`src/rtl/approx_log_divider_pipe.sv`:
```
// Three-stage Mitchell log-domain approximate signed divider with valid/ready flow control.
// S1 normalises both operands, S2 subtracts the log fields, S3 antilogs, signs and saturates.
module approx_log_divider_pipe #(
    parameter int WIDTH      = 16,
    parameter int KEEP_WIDTH = 5
) (
    input  logic             i_clk,
    input  logic             i_rst,
    input  logic             i_valid,
    output logic             o_ready,
    input  logic [WIDTH-1:0] i_a,
    input  logic [WIDTH-1:0] i_b,
    output logic             o_valid,
    input  logic             i_ready,
    output logic [WIDTH-1:0] o_q,
    output logic             o_dz
);
    localparam int KW = $clog2(WIDTH);
    localparam int EW = KW + 2;
    localparam int MW = WIDTH + KEEP_WIDTH + 1;
    localparam logic [MW-1:0] LIM = MW'(1) << (WIDTH - 1);

    function automatic logic [WIDTH-1:0] abs_val(input logic [WIDTH-1:0] v);
        return v[WIDTH-1] ? (~v + 1'b1) : v;
    endfunction

    function automatic logic [KW-1:0] lod(input logic [WIDTH-1:0] v);
        logic [KW-1:0] k;
        k = '0;
        for (int i = 0; i < WIDTH; i++)
            if (v[i]) k = KW'(i);
        return k;
    endfunction

    // Left-justify so the leading one sits at the MSB; the field is the next KEEP_WIDTH bits.
    function automatic logic [KEEP_WIDTH-1:0] frac(input logic [WIDTH-1:0] v, input logic [KW-1:0] k);
        logic [WIDTH-1:0] n;
        n = v << (KW'(WIDTH - 1) - k);
        return KEEP_WIDTH'(n >> (WIDTH - 1 - KEEP_WIDTH));
    endfunction

    logic [3:1] vld_pipe;
    logic [3:1] en;

    assign en[3]   = ~vld_pipe[3] | i_ready;
    assign en[2]   = ~vld_pipe[2] | en[3];
    assign en[1]   = ~vld_pipe[1] | en[2];
    assign o_ready = en[1];
    assign o_valid = vld_pipe[3];

    // Stage 1 state
    logic                  s1_s, s1_az, s1_bz, s1_an;
    logic [KW-1:0]         s1_ka, s1_kb;
    logic [KEEP_WIDTH-1:0] s1_xa, s1_xb;
    // Stage 2 state
    logic                  s2_s, s2_az, s2_bz, s2_an;
    logic signed [EW-1:0]  s2_k;
    logic [KEEP_WIDTH-1:0] s2_f;

    logic [WIDTH-1:0] ma, mb;
    assign ma = abs_val(i_a);
    assign mb = abs_val(i_b);

    logic [KEEP_WIDTH:0]  d;
    logic signed [EW-1:0] k_nxt;
    assign d     = {1'b0, s1_xa} - {1'b0, s1_xb};
    assign k_nxt = $signed({{(EW-KW){1'b0}}, s1_ka}) - $signed({{(EW-KW){1'b0}}, s1_kb})
                 - $signed({{(EW-1){1'b0}}, d[KEEP_WIDTH]});

    logic [MW-1:0]    mag;
    logic [WIDTH-1:0] q_nxt;
    logic             dz_nxt;

    always_comb begin
        mag = '0;
        if (!s2_k[EW-1])
            mag = (MW'({1'b1, s2_f}) << s2_k[EW-2:0]) >> KEEP_WIDTH;
        dz_nxt = s2_bz;
        if (s2_bz)
            q_nxt = s2_an ? {1'b1, {(WIDTH-1){1'b0}}} : {1'b0, {(WIDTH-1){1'b1}}};
        else if (s2_az)
            q_nxt = '0;
        else if (!s2_s && mag > LIM - 1'b1)
            q_nxt = {1'b0, {(WIDTH-1){1'b1}}};
        else if (s2_s && mag > LIM)
            q_nxt = {1'b1, {(WIDTH-1){1'b0}}};
        else
            q_nxt = s2_s ? (~mag[WIDTH-1:0] + 1'b1) : mag[WIDTH-1:0];
    end

    always_ff @(posedge i_clk or posedge i_rst) begin
        if (i_rst) begin
            vld_pipe <= '0;
            s1_s <= 1'b0; s1_az <= 1'b0; s1_bz <= 1'b0; s1_an <= 1'b0;
            s1_ka <= '0; s1_kb <= '0; s1_xa <= '0; s1_xb <= '0;
            s2_s <= 1'b0; s2_az <= 1'b0; s2_bz <= 1'b0; s2_an <= 1'b0;
            s2_k <= '0; s2_f <= '0;
            o_q  <= '0;
            o_dz <= 1'b0;
        end else begin
            if (en[1]) vld_pipe[1] <= i_valid;
            if (en[2]) vld_pipe[2] <= vld_pipe[1];
            if (en[3]) vld_pipe[3] <= vld_pipe[2];
            if (en[1] && i_valid) begin
                s1_s  <= i_a[WIDTH-1] ^ i_b[WIDTH-1];
                s1_az <= (i_a == '0);
                s1_bz <= (i_b == '0);
                s1_an <= i_a[WIDTH-1];
                s1_ka <= lod(ma);
                s1_kb <= lod(mb);
                s1_xa <= frac(ma, lod(ma));
                s1_xb <= frac(mb, lod(mb));
            end
            if (en[2] && vld_pipe[1]) begin
                s2_s  <= s1_s;
                s2_az <= s1_az;
                s2_bz <= s1_bz;
                s2_an <= s1_an;
                s2_k  <= k_nxt;
                s2_f  <= d[KEEP_WIDTH-1:0];
            end
            if (en[3] && vld_pipe[2]) begin
                o_q  <= q_nxt;
                o_dz <= dz_nxt;
            end
        end
    end
endmodule

```
`config.mk`:
```
export PLATFORM = sky130hd
export DESIGN_NAME = approx_log_divider_pipe
export DESIGN_NICKNAME = d
export VERILOG_FILES = /design/src/rtl/approx_log_divider_pipe.sv
export SDC_FILE = /design/constraint.sdc
export NUM_CORES = 1
export LEC_CHECK = 0
export CAP_MARGIN = 5
export CORE_ASPECT_RATIO = 1.25
export CORE_UTILIZATION = 39
export DETAILED_ROUTE_END_ITERATION = 6
export PLACE_DENSITY = 0.6
export SLEW_MARGIN = 20
export SYNTH_ARGS = -nofsm -noshare
export SYNTH_HDL_FRONTEND = slang
export SYNTH_SLANG_ARGS = --single-unit
```
`constraint.sdc`:
```
create_clock -name i_clk -period 4.4 [get_ports i_clk]
set_clock_uncertainty 0.2 [all_clocks]
set_input_delay 0.88 -clock i_clk [delete_from_list [all_inputs] [get_ports i_clk]]
set_output_delay 0.88 -clock i_clk [all_outputs]
set_load 0.005 [all_outputs]
```
==> flow_metrics.py <==
metrics = {
    "status": {
        "status": "finished clean",
    },
    "cts": {
        "clock-root-buffer": "clkbuf_16",
        "clock_sinks": 57,
        "clk_path_buf_depth": 2,
        "cts_buffers": 9,
        "cts.htree.levels": 3,
        "clkSlewWorstSetupHoldPaths_ns": 0.05,
        "cts_setup_buffers": 0,
        "clk_latency_ns": 0.33,
        "hold_buffers": 0,
        "tritoncts": "built",
    },
    "worst_hold_path": {
        "worstHoldStart": "s1_an",
        "hold_path.class": "reg -> reg",
        "hold_end": "s1_an",
        "hold_depth": 2,
    },
    "timing": {
        "drv_slew": 0,
        "worst_pin_slew_ns": 0.8954,
        "timing.setup.tns_ns": 0,
        "finalCritPeriodShare_pct": 95.24,
        "fin_ws_ns": 0.2097,
        "fin_hold_ws_ns": 0.2696,
        "max_slew_margin_pct": 39.52,
        "min_period_ns": 4.190,
        "fmax_mhz": 238.6,
        "setup_violations": 0,
        "hold_violations": 0,
        "rsz0062_at_grt": "no",
    },
    "placed_design": {
        "hpwl_um": 13950,
        "io_buffer_count": 54,
        "place.gp.congestion": 0.9290,
        "preCtsSetupSlack_ns": -0.1595,
        "postPlaceCellArea_um2": 7885,
    },
    "route": {
        "wirelength_um": 17150,
        "wl_per_cell_um": 14.43,
        "drt-pass1-iter-count": 7,
        "drc": 0,
        "drt-initial-drc-count": 334,
        "ant_nets": 0,
        "vias": 6423,
        "viasPerCell": 5.402,
    },
    "synthesis": {
        "yosys_warnings": 0,
        "syn-num-nets": 875,
        "syn_area_per_cell_um2": 7.600,
        "synthDistinctLibCells": 93,
        "syn_area_um2": 6247,
        "syn_inst": 822,
        "yosysSeqAreaShare_pct": 22.83,
        "synth_async_sr_flop_share_pct": 100.0,
        "ys_ff_latch": 57,
        "ys.flop_type": "dfrtp_1",
        "synth-edff-count": 0,
    },
    "global_route": {
        "globalRouteTotalUtil_pct": 21.68,
        "grt-ovfl-total": 0,
        "grt_max_degree": 44,
        "grt_pass1_wl_um": 28890,
        "antenna_found_initial": 0,
        "grt_pass1_vias": 6100,
    },
    "power_and_ir_drop": {
        "finalPower_mw": 3.532,
        "powerDensity_nw_per_um2": 429.7,
        "irDropWorstVdd_uv": 180.0,
        "leakage_nw": 3.474,
    },
    "finish": {
        "drive_gt1_share_pct": 21.80,
        "syn_to_final_growth_pct": 31.54,
        "fill_cells": 1532,
        "final_area_um2": 8218,
        "diodes": 0,
        "fin_nets": 1025,
    },
    "worst_setup_path": {
        "reg2reg_to": "o_q[3]",
        "cp_data_required_time_ns": 4.43,
        "critical_path.top_delay_family": "compound AO/OA/AOI/OAI gates",
        "reg2reg_slack_ns": 0.47,
        "cp_max_fo": 7,
        "arrival_ns": 4.22,
        "crit_buf_inv": 2,
        "cp-start-kind": "primary input",
        "timing.rr.start": "s2_k[0]",
        "crit_path_cell_trace": "clkdlybuf4s50_1 > inv_1 > ha_1 > or4b_4 > or4_4 > o21a_1 > o32a_2 > o21ai_4 > a311oi_4 > mux2_4 > mux2i_1 > a21oi_1 > a221oi_2",
        "end_kind": "flop",
        "max_stage_delay_ns": 0.52,
        "crit_type": "in -> reg",
        "r2r_cells": 10,
        "cp_slowest_cell": "or4b_4",
    },
    "floorplanning": {
        "core-area_um2": 15630,
        "chipWidth_um": 115.2,
        "num_rows": 51,
        "die_h_um": 143.5,
        "start_util_pct": 39.96,
        "dieArea_um2": 16530,
        "ios": 55,
    },
    "job": {
        "maxCapViolCount": 0,
    },
}
==> cells in the final DEF (no fill, tap or decap), types with 5 or more instances in the layout <==
cell type / n
nand3_1: 20
nor2b_1: 9
nand2b_1: 21
nor3_1: 24
a211oi_1: 7
dfrtp_1: 57
clkdlybuf4s50_1: 53
xor2_1: 19
nand2_1: 96
buf_4: 139
o22ai_1: 6
a22oi_1: 6
o311ai_0: 5
a21boi_0: 6
o211ai_1: 13
clkbuf_16: 9
inv_1: 33
o21a_1: 7
xnor2_1: 25
or2_2: 9
ha_1: 15
mux2i_1: 28
or4_1: 8
o31ai_1: 9
a21oi_1: 51
o21ai_0: 62
a21o_1: 7
and2_1: 10
mux2_2: 10
a31oi_1: 8
a32oi_1: 8
nor4_1: 6
nor2_1: 74
==> cell type report <==
type	count	area (µm²)	area share, %
inverters	35	131.4	1.599
multi-input cells	674	4459	54.26
clock buffers	14	274.0	3.334
repair buffers	195	1627	19.79
clock inverters	2	35.03	0.4263
flip-flops and latches	57	1426	17.36
well taps	212	265.3	3.228
==> worst reg2reg max path, stage by stage, from the launching register on <==
cell and delay [ns]:
dfrtp_1 0.60, mux2_2 0.39, mux2_2 0.31, a32oi_1 0.27
nand3_1 0.17, nor4_1 0.48, nand4_1 0.26, nor4b_1 0.31
o21a_1 0.38, o311ai_0 0.27, a21oi_1 0.22
==> where the power goes <==
group	total (mW)	switching, mW	internal, mW	leakage, nW
clock network	0.705	0.223	0.483	0.153
logic	1.94	1.00	0.939	2.64
registers	0.886	0.198	0.688	0.682
total	3.53	1.42	2.11	3.47
==> Yosys cell counts, types with 7 or more instances <==
cell type / number / area share [%]
nand2_1: 96 / 5.8
nor2_1: 74 / 4.4
o21ai_0: 62 / 5.0
dfrtp_1: 57 / 23
a21oi_1: 51 / 4.1
clkbuf_1: 36 / 2.2
inv_1: 34 / 2.0
mux2i_1: 28 / 4.5
xnor2_1: 25 / 3.5
nor3_1: 24 / 1.9
nand2b_1: 21 / 2.1
nand3_1: 20 / 1.6
xor2_1: 19 / 2.7
ha_1: 15 / 3.0
o211ai_1: 13 / 1.6
and2_1: 10 / 1.0
mux2_2: 10 / 1.8
buf_2: 9 / 0.72
nor2b_1: 9 / 0.90
o31ai_1: 9 / 1.1
or2_2: 9 / 0.90
a21o_1: 8 / 0.96
a31oi_1: 8 / 0.80
a32oi_1: 8 / 1.1
nor4_1: 8 / 0.80
or4_1: 8 / 0.96
a211oi_1: 7 / 0.84
o21a_1: 7 / 0.84
==> how the worst max path moves through the flow <==
stage,start,end,slack [ns],cells past startpoint
after detailed placement,i_b[0],s1_xb[3],-0.16,14
after global placement,i_b[0],s1_xb[0],-0.10,12
final,i_b[0],s1_xb[3],0.21,13
after CTS,i_b[0],s1_xb[3],0.17,14
after global routing,i_a[0],s1_xa[2],0.01,16
after floorplan,i_b[0],s1_xb[3],0.05,14
==> metal layers <==
layer	up-vias	wire length, µm	track usage, %	part of all wire, %
li1	3311	-	-	-
met5	-	0	0	0
met4	0	354	6.699	2.1
met2	123	9034	41.03	53
met1	2963	7288	25.38	42
met3	26	475	2.109	2.8
==> timing repair <==
action	4_1_cts	5_1_grt
resized for setup	0	5
hold endpoints to repair	0	0
endpoints found under the setup margin	0	4
==> flip-flops by register name, summed over array words and instances, names as in the netlist <==
register  flops
s1_ka         4
s2_s          1
o_q          16
vld_pipe      3
o_dz          1
s2_az         1
s2_an         1
s1_xa         5
s2_k          6
s1_s          1
s1_az         1
s1_bz         1
s1_kb         4
s1_xb         5
dz_nxt        1
s2_f          5
s1_an         1
==> metrics by stage <==
stage / std cells / util, %
6_report: 1189 / 52.57
2_1_floorplan: 822 / -
4_1_cts: 1189 / 52.41
3_3_place_gp: 1173 / 50.44
3_5_place_dp: 1173 / 50.44
5_1_grt: 1189 / 52.57
==> logic make-up (layout without fill, tap and decap cells) <==
kind of cell               after synthesis  after routing  share of synthesized area, %
DFF                                     57             57                         22.83
and+or+nand+nor                        313            313                         24.94
AOI/OAI and AO/OA                      258            258                         28.86
xor gates and xnor gates                44             44                         6.169
buffers and inverters                   91            246                         6.128
muxes                                   42             42                         7.430
adders and majority gates               17             17                         3.645
(Power assumes the default switching activity.)
